[config.mk]
export PLATFORM = sky130hd
export DESIGN_NAME = ahbl_splitter_dflt_flat
export DESIGN_NICKNAME = d
export VERILOG_FILES = /design/src/rtl/ahbl_splitter_dflt_pkg.sv /design/src/rtl/ahbl_splitter_dflt_if.sv /design/src/rtl/ahbl_splitter_dflt_default_slave.sv /design/src/rtl/ahbl_splitter_dflt.sv /design/src/flat_wrapper.sv
export SDC_FILE = /design/constraint.sdc
export NUM_CORES = 1
export LEC_CHECK = 0
export CORE_AREA = 2 2 131 133
export CTS_CLUSTER_DIAMETER = 150
export DETAILED_ROUTE_END_ITERATION = 8
export DIE_AREA = 0 0 133 135
export HOLD_SLACK_MARGIN = 0.12
export PLACE_DENSITY_LB_ADDON = 0.1
export SLEW_MARGIN = 30
export SYNTH_ARGS = -nofsm -noshare
export SYNTH_HDL_FRONTEND = slang
export SYNTH_SLANG_ARGS = --single-unit
[constraint.sdc]
create_clock -name clk -period 1.92 [get_ports clk]
set_input_delay 0.288 -clock clk [delete_from_list [all_inputs] [get_ports clk]]
set_output_delay 0.288 -clock clk [all_outputs]
set_load 0.05 [all_outputs]
[src/rtl/ahbl_splitter_dflt_pkg.sv]
// Shared AHB-lite encodings for the splitter: HTRANS/HRESP codes and default-slave state encodings.
package ahbl_splitter_dflt_pkg;

  localparam logic [1:0] HTRANS_IDLE   = 2'b00;
  localparam logic [1:0] HTRANS_BUSY   = 2'b01;
  localparam logic [1:0] HTRANS_NONSEQ = 2'b10;
  localparam logic [1:0] HTRANS_SEQ    = 2'b11;

  localparam logic HRESP_OKAY  = 1'b0;
  localparam logic HRESP_ERROR = 1'b1;

  typedef enum logic [1:0] {
    DS_IDLE = 2'b00,
    DS_ERR1 = 2'b01,
    DS_ERR2 = 2'b10
  } ds_state_e;

endpackage

[src/rtl/ahbl_splitter_dflt_if.sv]
// Bus bundle for ahbl_splitter_dflt: one master-side AHB-lite port and N packed slave-side ports.
interface ahbl_splitter_dflt_if #(
  parameter int N_PORTS = 2,
  parameter int W_ADDR  = 32,
  parameter int W_DATA  = 32
);

  logic                       ahblm_hready;
  logic                       ahblm_hready_resp;
  logic                       ahblm_hresp;
  logic [W_ADDR-1:0]          ahblm_haddr;
  logic                       ahblm_hwrite;
  logic [1:0]                 ahblm_htrans;
  logic [2:0]                 ahblm_hsize;
  logic [2:0]                 ahblm_hburst;
  logic [3:0]                 ahblm_hprot;
  logic                       ahblm_hmastlock;
  logic [W_DATA-1:0]          ahblm_hwdata;
  logic [W_DATA-1:0]          ahblm_hrdata;

  logic [N_PORTS-1:0]         ahbls_hready;
  logic [N_PORTS-1:0]         ahbls_hready_resp;
  logic [N_PORTS-1:0]         ahbls_hresp;
  logic [N_PORTS*W_ADDR-1:0]  ahbls_haddr;
  logic [N_PORTS-1:0]         ahbls_hwrite;
  logic [N_PORTS*2-1:0]       ahbls_htrans;
  logic [N_PORTS*3-1:0]       ahbls_hsize;
  logic [N_PORTS*3-1:0]       ahbls_hburst;
  logic [N_PORTS*4-1:0]       ahbls_hprot;
  logic [N_PORTS-1:0]         ahbls_hmastlock;
  logic [N_PORTS*W_DATA-1:0]  ahbls_hwdata;
  logic [N_PORTS*W_DATA-1:0]  ahbls_hrdata;

  // The splitter's view: slave to the upstream master, master to the downstream slaves.
  modport slave (
    input  ahblm_hready, ahblm_haddr, ahblm_hwrite, ahblm_htrans, ahblm_hsize,
           ahblm_hburst, ahblm_hprot, ahblm_hmastlock, ahblm_hwdata,
    output ahblm_hready_resp, ahblm_hresp, ahblm_hrdata,
    output ahbls_hready, ahbls_haddr, ahbls_hwrite, ahbls_htrans, ahbls_hsize,
           ahbls_hburst, ahbls_hprot, ahbls_hmastlock, ahbls_hwdata,
    input  ahbls_hready_resp, ahbls_hresp, ahbls_hrdata
  );

  modport master (
    output ahblm_hready, ahblm_haddr, ahblm_hwrite, ahblm_htrans, ahblm_hsize,
           ahblm_hburst, ahblm_hprot, ahblm_hmastlock, ahblm_hwdata,
    input  ahblm_hready_resp, ahblm_hresp, ahblm_hrdata,
    input  ahbls_hready, ahbls_haddr, ahbls_hwrite, ahbls_htrans, ahbls_hsize,
           ahbls_hburst, ahbls_hprot, ahbls_hmastlock, ahbls_hwdata,
    output ahbls_hready_resp, ahbls_hresp, ahbls_hrdata
  );

endinterface

[src/rtl/ahbl_splitter_dflt_default_slave.sv]
// Internal default slave: answers active transfers to unmapped addresses with a two-cycle ERROR.
module ahbl_splitter_dflt_default_slave
  import ahbl_splitter_dflt_pkg::*;
(
  input  logic clk,
  input  logic rst,
  input  logic hready,
  input  logic req,
  output logic hready_resp,
  output logic hresp,
  output logic err_start
);

  ds_state_e state, state_nxt;

  always_ff @(posedge clk or posedge rst) begin
    if (rst) state <= DS_IDLE;
    else     state <= state_nxt;
  end

  // ERR1 stalls the bus itself, so it must advance regardless of hready.
  always_comb begin
    state_nxt   = state;
    hready_resp = 1'b1;
    hresp       = HRESP_OKAY;
    err_start   = 1'b0;
    case (state)
      DS_IDLE: begin
        if (hready && req) begin
          state_nxt = DS_ERR1;
          err_start = 1'b1;
        end
      end
      DS_ERR1: begin
        hready_resp = 1'b0;
        hresp       = HRESP_ERROR;
        state_nxt   = DS_ERR2;
      end
      DS_ERR2: begin
        hresp = HRESP_ERROR;
        if (hready) begin
          if (req) begin
            state_nxt = DS_ERR1;
            err_start = 1'b1;
          end else begin
            state_nxt = DS_IDLE;
          end
        end
      end
      default: state_nxt = DS_IDLE;
    endcase
  end

endmodule

[src/rtl/ahbl_splitter_dflt.sv]
// AHB-lite 1:N splitter with fixed-priority decode and a built-in default (ERROR) slave.
// Optional fault capture registers: define AHBL_SPLITTER_FAULT_CAPTURE_EN.
module ahbl_splitter_dflt
  import ahbl_splitter_dflt_pkg::*;
#(
  parameter int                        N_PORTS   = 2,
  parameter int                        W_ADDR    = 32,
  parameter int                        W_DATA    = 32,
  parameter logic [N_PORTS*W_ADDR-1:0] ADDR_MAP  = 64'h20000000_00000000,
  parameter logic [N_PORTS*W_ADDR-1:0] ADDR_MASK = 64'hf0000000_f0000000
) (
  input  logic                clk,
  input  logic                rst,
  ahbl_splitter_dflt_if.slave bus
`ifdef AHBL_SPLITTER_FAULT_CAPTURE_EN
  ,
  input  logic                fault_clr,
  output logic                fault_valid,
  output logic [W_ADDR-1:0]   fault_addr,
  output logic                fault_write
`endif
);

  logic [N_PORTS-1:0] hit;
  logic [N_PORTS-1:0] sel_a;
  logic [N_PORTS-1:0] sel_d;
  logic               unmapped;
  logic               ds_hready_resp;
  logic               ds_hresp;
  logic               err_start;
  logic [W_DATA-1:0]  mux_rdata;
  logic               mux_rdy;
  logic               mux_resp;

  // Address phase: decode, lowest-index hit wins.
  always_comb begin
    hit = '0;
    for (int i = 0; i < N_PORTS; i++) begin
      hit[i] = ((bus.ahblm_haddr ^ ADDR_MAP[i*W_ADDR +: W_ADDR])
                & ADDR_MASK[i*W_ADDR +: W_ADDR]) == '0;
    end
  end

  assign sel_a    = hit & (~hit + N_PORTS'(1));
  assign unmapped = ~|hit;

  for (genvar i = 0; i < N_PORTS; i++) begin : g_port
    assign bus.ahbls_htrans[i*2 +: 2] = sel_a[i] ? bus.ahblm_htrans : HTRANS_IDLE;
  end

  assign bus.ahbls_hready    = {N_PORTS{bus.ahblm_hready}};
  assign bus.ahbls_haddr     = {N_PORTS{bus.ahblm_haddr}};
  assign bus.ahbls_hwrite    = {N_PORTS{bus.ahblm_hwrite}};
  assign bus.ahbls_hsize     = {N_PORTS{bus.ahblm_hsize}};
  assign bus.ahbls_hburst    = {N_PORTS{bus.ahblm_hburst}};
  assign bus.ahbls_hprot     = {N_PORTS{bus.ahblm_hprot}};
  assign bus.ahbls_hmastlock = {N_PORTS{bus.ahblm_hmastlock}};
  assign bus.ahbls_hwdata    = {N_PORTS{bus.ahblm_hwdata}};

  // Data phase: remember which port owns the current data phase.
  always_ff @(posedge clk or posedge rst) begin
    if (rst)                   sel_d <= '0;
    else if (bus.ahblm_hready) sel_d <= sel_a;
  end

  ahbl_splitter_dflt_default_slave u_dflt (
    .clk         (clk),
    .rst         (rst),
    .hready      (bus.ahblm_hready),
    .req         (bus.ahblm_htrans[1] & unmapped),
    .hready_resp (ds_hready_resp),
    .hresp       (ds_hresp),
    .err_start   (err_start)
  );

  always_comb begin
    mux_rdata = '0;
    mux_rdy   = 1'b0;
    mux_resp  = 1'b0;
    for (int i = 0; i < N_PORTS; i++) begin
      mux_rdata = mux_rdata | ({W_DATA{sel_d[i]}} & bus.ahbls_hrdata[i*W_DATA +: W_DATA]);
      mux_rdy   = mux_rdy  | (sel_d[i] & bus.ahbls_hready_resp[i]);
      mux_resp  = mux_resp | (sel_d[i] & bus.ahbls_hresp[i]);
    end
  end

  assign bus.ahblm_hrdata      = mux_rdata;
  assign bus.ahblm_hready_resp = (|sel_d) ? mux_rdy  : ds_hready_resp;
  assign bus.ahblm_hresp       = (|sel_d) ? mux_resp : ds_hresp;

`ifdef AHBL_SPLITTER_FAULT_CAPTURE_EN
  // First fault is kept until software clears it; a new capture beats a same-cycle clear.
  always_ff @(posedge clk or posedge rst) begin
    if (rst) begin
      fault_valid <= 1'b0;
      fault_addr  <= '0;
      fault_write <= 1'b0;
    end else if (err_start && !fault_valid) begin
      fault_valid <= 1'b1;
      fault_addr  <= bus.ahblm_haddr;
      fault_write <= bus.ahblm_hwrite;
    end else if (fault_clr) begin
      fault_valid <= 1'b0;
    end
  end
`else
  logic unused_err_start;
  assign unused_err_start = err_start;
`endif

endmodule

[src/flat_wrapper.sv]
// flat-port wrapper written by rule: the top's interface ports become plain ports
module ahbl_splitter_dflt_flat import ahbl_splitter_dflt_pkg::*;
#(
  parameter int                        N_PORTS   = 2,
  parameter int                        W_ADDR    = 32,
  parameter int                        W_DATA    = 32,
  parameter logic [N_PORTS*W_ADDR-1:0] ADDR_MAP  = 64'h20000000_00000000,
  parameter logic [N_PORTS*W_ADDR-1:0] ADDR_MASK = 64'hf0000000_f0000000
)
  (clk, rst, bus_ahblm_hready, bus_ahblm_haddr, bus_ahblm_hwrite, bus_ahblm_htrans, bus_ahblm_hsize, bus_ahblm_hburst, bus_ahblm_hprot, bus_ahblm_hmastlock, bus_ahblm_hwdata, bus_ahblm_hready_resp, bus_ahblm_hresp, bus_ahblm_hrdata, bus_ahbls_hready, bus_ahbls_haddr, bus_ahbls_hwrite, bus_ahbls_htrans, bus_ahbls_hsize, bus_ahbls_hburst, bus_ahbls_hprot, bus_ahbls_hmastlock, bus_ahbls_hwdata, bus_ahbls_hready_resp, bus_ahbls_hresp, bus_ahbls_hrdata);
  ahbl_splitter_dflt_if #(.N_PORTS(N_PORTS), .W_ADDR(W_ADDR), .W_DATA(W_DATA)) bus_i ();
  input  logic clk;
  input  logic rst;
  input wire logic [$bits(bus_i.ahblm_hready)-1:0] bus_ahblm_hready;
  input wire logic [$bits(bus_i.ahblm_haddr)-1:0] bus_ahblm_haddr;
  input wire logic [$bits(bus_i.ahblm_hwrite)-1:0] bus_ahblm_hwrite;
  input wire logic [$bits(bus_i.ahblm_htrans)-1:0] bus_ahblm_htrans;
  input wire logic [$bits(bus_i.ahblm_hsize)-1:0] bus_ahblm_hsize;
  input wire logic [$bits(bus_i.ahblm_hburst)-1:0] bus_ahblm_hburst;
  input wire logic [$bits(bus_i.ahblm_hprot)-1:0] bus_ahblm_hprot;
  input wire logic [$bits(bus_i.ahblm_hmastlock)-1:0] bus_ahblm_hmastlock;
  input wire logic [$bits(bus_i.ahblm_hwdata)-1:0] bus_ahblm_hwdata;
  output wire logic [$bits(bus_i.ahblm_hready_resp)-1:0] bus_ahblm_hready_resp;
  output wire logic [$bits(bus_i.ahblm_hresp)-1:0] bus_ahblm_hresp;
  output wire logic [$bits(bus_i.ahblm_hrdata)-1:0] bus_ahblm_hrdata;
  output wire logic [$bits(bus_i.ahbls_hready)-1:0] bus_ahbls_hready;
  output wire logic [$bits(bus_i.ahbls_haddr)-1:0] bus_ahbls_haddr;
  output wire logic [$bits(bus_i.ahbls_hwrite)-1:0] bus_ahbls_hwrite;
  output wire logic [$bits(bus_i.ahbls_htrans)-1:0] bus_ahbls_htrans;
  output wire logic [$bits(bus_i.ahbls_hsize)-1:0] bus_ahbls_hsize;
  output wire logic [$bits(bus_i.ahbls_hburst)-1:0] bus_ahbls_hburst;
  output wire logic [$bits(bus_i.ahbls_hprot)-1:0] bus_ahbls_hprot;
  output wire logic [$bits(bus_i.ahbls_hmastlock)-1:0] bus_ahbls_hmastlock;
  output wire logic [$bits(bus_i.ahbls_hwdata)-1:0] bus_ahbls_hwdata;
  input wire logic [$bits(bus_i.ahbls_hready_resp)-1:0] bus_ahbls_hready_resp;
  input wire logic [$bits(bus_i.ahbls_hresp)-1:0] bus_ahbls_hresp;
  input wire logic [$bits(bus_i.ahbls_hrdata)-1:0] bus_ahbls_hrdata;
  assign bus_i.ahblm_hready = bus_ahblm_hready;
  assign bus_i.ahblm_haddr = bus_ahblm_haddr;
  assign bus_i.ahblm_hwrite = bus_ahblm_hwrite;
  assign bus_i.ahblm_htrans = bus_ahblm_htrans;
  assign bus_i.ahblm_hsize = bus_ahblm_hsize;
  assign bus_i.ahblm_hburst = bus_ahblm_hburst;
  assign bus_i.ahblm_hprot = bus_ahblm_hprot;
  assign bus_i.ahblm_hmastlock = bus_ahblm_hmastlock;
  assign bus_i.ahblm_hwdata = bus_ahblm_hwdata;
  assign bus_ahblm_hready_resp = bus_i.ahblm_hready_resp;
  assign bus_ahblm_hresp = bus_i.ahblm_hresp;
  assign bus_ahblm_hrdata = bus_i.ahblm_hrdata;
  assign bus_ahbls_hready = bus_i.ahbls_hready;
  assign bus_ahbls_haddr = bus_i.ahbls_haddr;
  assign bus_ahbls_hwrite = bus_i.ahbls_hwrite;
  assign bus_ahbls_htrans = bus_i.ahbls_htrans;
  assign bus_ahbls_hsize = bus_i.ahbls_hsize;
  assign bus_ahbls_hburst = bus_i.ahbls_hburst;
  assign bus_ahbls_hprot = bus_i.ahbls_hprot;
  assign bus_ahbls_hmastlock = bus_i.ahbls_hmastlock;
  assign bus_ahbls_hwdata = bus_i.ahbls_hwdata;
  assign bus_i.ahbls_hready_resp = bus_ahbls_hready_resp;
  assign bus_i.ahbls_hresp = bus_ahbls_hresp;
  assign bus_i.ahbls_hrdata = bus_ahbls_hrdata;
  ahbl_splitter_dflt #(.N_PORTS(N_PORTS), .W_ADDR(W_ADDR), .W_DATA(W_DATA), .ADDR_MAP(ADDR_MAP), .ADDR_MASK(ADDR_MASK)) u_core (.clk(clk), .rst(rst), .bus(bus_i));
endmodule
==> results.py <==
metrics = {
    "critical_path": {
        "critical_path.endpoint_type": "output pin",
        "rrSetupSlack_ns": 0.43,
        "worst-r2r-cell-count": 5,
        "worst-setup-path-type": "reg -> out",
        "critical_path_peak_fanout": 4,
        "startpoint_of_the_lowest_slack_register_to_register_path": "u_core.u_dflt.state[1]",
        "worstPathRequired_ns": 1.63,
        "reg2reg_to": "u_core.u_dflt.state[1]",
        "startpoint_class_of_the_critical_path": "flop",
        "critical_path_arrival_ns": 1.54,
    },
    "timing": {
        "timing.final.crit_period_ns": 1.830,
        "final.setup.tns_ns": 0,
        "finalMaxSlewViolations": 0,
        "fmax_ghz": 0.5464,
        "worst_pin_slew_ns": 0.3039,
        "unrepaired_setup_endpoints_after_global_routing": "false",
        "final_hold_fails": 0,
        "final_min_period_over_clock_period": 0.9532,
        "finalSetupViolCount": 0,
        "max-slew-margin-rel": 0.7974,
        "finClkSkew_ns": 0.00002080,
    },
    "routing": {
        "wl_per_cell_um": 14.88,
        "antenna_left": 0,
        "detail_route.iter0.violations": 12,
        "dr.pass1.iters": 3,
        "post_drt_via_cell_ratio": 2.995,
        "total_wire_length_mm": 6.323,
        "remaining_drc_errors": 0,
        "vias": 1273,
    },
    "layout": {
        "seqCellArea_um2": 100.1,
        "multiInputGateArea_um2": 503.0,
        "finalNetCount": 361,
        "insertedDiodeCount": 0,
        "post_route_cells_drive_above_1_share": 0.3220,
        "area.growth.synth_to_final_pct": 51.55,
        "finish.utilization": 0.1675,
        "layout.filler_cells": 1811,
    },
    "placed_design": {
        "port-buffer-count": 124,
        "hpwlAfterDp_mm": 5.262,
        "gpl.final_weighted_congestion": 0.6261,
    },
    "synth": {
        "seq_area_frac_synth": 0.05521,
        "postSynthCellCount": 229,
        "synthesis.nets": 383,
        "netlist_area_um2": 1813,
        "synth_seq_cells": 4,
        "syn-mean-instance-area_um2": 7.917,
        "synth.distinct_cells": 24,
        "number_of_synthesis_warnings": 0,
    },
    "clock_network": {
        "tritoncts": "yes",
        "clock_insertion_delay_worst_skew_ns": 0.22,
        "clk_pin_slew_ns": 0.03,
        "max-clock-path-buffers": 2,
        "tritoncts_num_sinks": 4,
        "cts_htree_levels": 1,
        "cts_root_buffer": "clkbuf_16",
        "total_clock_buffers_created_by_cts": 3,
        "cts_hold_buffers": 0,
    },
    "power": {
        "power.clock.fraction": 0.250,
        "standby_leakage_power_nw": 1.066,
        "comb_power_share": 0.661,
        "sw_frac_of_total": 0.3805,
        "power.sequential.fraction": 0.089,
        "p_per_area_nw_per_um2": 468.9,
        "internal-power_mw": 0.7981,
        "total_switching_power_mw": 0.4902,
        "ir_worst_vdd_uv": 256.3,
    },
    "min_path": {
        "hp-class": "in -> async",
    },
    "floorplan": {
        "die-width_um": 133,
        "floorplan.die_area_um2": 17960,
        "design.portCount": 341,
        "initial_core_util": 0.1105,
        "fp.coreArea_um2": 16410,
        "std_cell_rows": 47,
        "dieHeight_um": 135,
    },
    "job": {
        "drv.max_cap_violation_count": 0,
    },
    "global_routing": {
        "grt_pass1_vias": 1461,
        "grt_max_degree": 24,
        "antenna_found_initial": 0,
        "grt_overflow_total": 0,
        "grt_pass1_wl_mm": 9.128,
        "globalRouteTotalUtil": 0.06631,
    },
    "status": {
        "run_status": "completed",
    },
}
per-layer routing:
metal / track usage / wire length, µm / share of wire
met3: 0.02628 / 699 / 0.11
met4: 0.04182 / 333 / 0.053
met1: 0.06062 / 1956 / 0.31
met5: 0 / 0 / 0
met2: 0.1229 / 3334 / 0.53
metrics by stage:
step	worst slack (ns)	power [mW]	hold slack, ns	instances	instance area, µm²
finish	0.08992	1.288	0.2526	425	2748
global route	0.01708	1.356	0.3080	425	2748
CTS	0.05090	1.313	0.2586	425	2748
detailed placement	0.1111	0.9807	0.4936	422	2673
global placement	0.1230	0.9860	0.4976	422	2673
floorplan	0.3007	1.331	0.05408	229	1813
cell usage after synthesis:
cell type    n  share of area
buf_4      154           0.64
a22o_1      32           0.15
buf_2        7          0.019
ha_1         5          0.035
dfrtp_1      4          0.055
inv_1        4         0.0083
a221o_1      2          0.011
and2_1       2         0.0069
and3_1       2         0.0069
nand3_1      2         0.0055
nor2_1       2         0.0041
a2bb2oi_1    1         0.0048
a31oi_1      1         0.0035
and2b_2      1         0.0048
clkbuf_1     1         0.0021
mux2_1       1         0.0062
mux2_2       1         0.0062
nand2b_1     1         0.0035
nor3_1       1         0.0028
nor3b_1      1         0.0041
nor4_1       1         0.0035
o21ai_0      1         0.0028
o31ai_2      1         0.0069
or3b_1       1         0.0048
placed cells by master, fill, tap and decap left out:
cell type        instances
inv_1                    3
mux2_2                   1
o21ai_0                  1
inv_2                    1
nor3_1                   1
ha_1                     5
nor2_1                   2
o31ai_2                  1
and2b_2                  1
a2bb2oi_1                1
clkdlybuf4s50_1         76
buf_4                   13
or3b_1                   1
nand3_1                  2
dfrtp_1                  4
nor3b_1                  1
and2_1                   2
a22o_1                  32
nand2b_1                 1
clkbuf_16                3
nor4_1                   1
buf_12                  46
and3_1                   2
a31oi_1                  1
mux2_1                   1
a221o_1                  2
power groups by stage:
stage / logic [mW] / clock network [mW] / registers, mW
3_3_place_gp: 0.870 / 0 / 0.116
4_1_cts: 0.869 / 0.329 / 0.114
6_report: 0.851 / 0.322 / 0.115
3_5_place_dp: 0.865 / 0 / 0.115
5_1_grt: 0.901 / 0.336 / 0.119
2_1_floorplan: 1.21 / 0 / 0.118
cell families after synthesis:
| group | share of synthesized area |
|---|---|
| AOI/OAI and AO/OA | 0.1836 |
| adders and majority gates | 0.03451 |
| buffers and inverters | 0.6674 |
| DFF | 0.05521 |
| muxes | 0.01242 |
| and+or+nand+nor | 0.04693 |
timing repair:
item	4_1_cts	5_1_grt
endpoints found under the setup margin	0	1
buffers inserted	0	0
gates resized for setup	0	1
endpoints found under the hold margin	0	0
worst max-delay path: stages, from the launching register on:
cell,delay (ns)
dfrtp_1,0.38
inv_2,0.06
ha_1,0.27
nor3b_1,0.14
a221o_1,0.26
buf_4,0.19
sequential cells by signal (all words and copies together), names as in the netlist:
signal,cells
u_core.u_dflt.state,2
u_core.sel_d,2
worst max-delay path by stage:
stage / start / end / cells past startpoint
final: u_core.u_dflt.state[1] / bus_ahblm_hresp / 5
after global routing: u_core.u_dflt.state[1] / bus_ahblm_hresp / 5
after CTS: u_core.u_dflt.state[1] / bus_ahblm_hresp / 5
after detailed placement: bus_ahblm_haddr[31] / u_core.u_dflt.state[1] / 5
after global placement: bus_ahblm_haddr[28] / bus_ahbls_htrans[2] / 5
after floorplan: u_core.u_dflt.state[0] / bus_ahblm_hresp / 4
cell type report:
| class | count | area share |
|---|---|---|
| tap | 220 | 0.1002 |
| inverter | 4 | 0.005464 |
| timing repair buffer | 135 | 0.6475 |
| clock buffer | 3 | 0.02732 |
| sequential | 4 | 0.03643 |
| multi-input combinational | 59 | 0.1831 |
No activity file was read; power rests on OpenSTA's default activity.
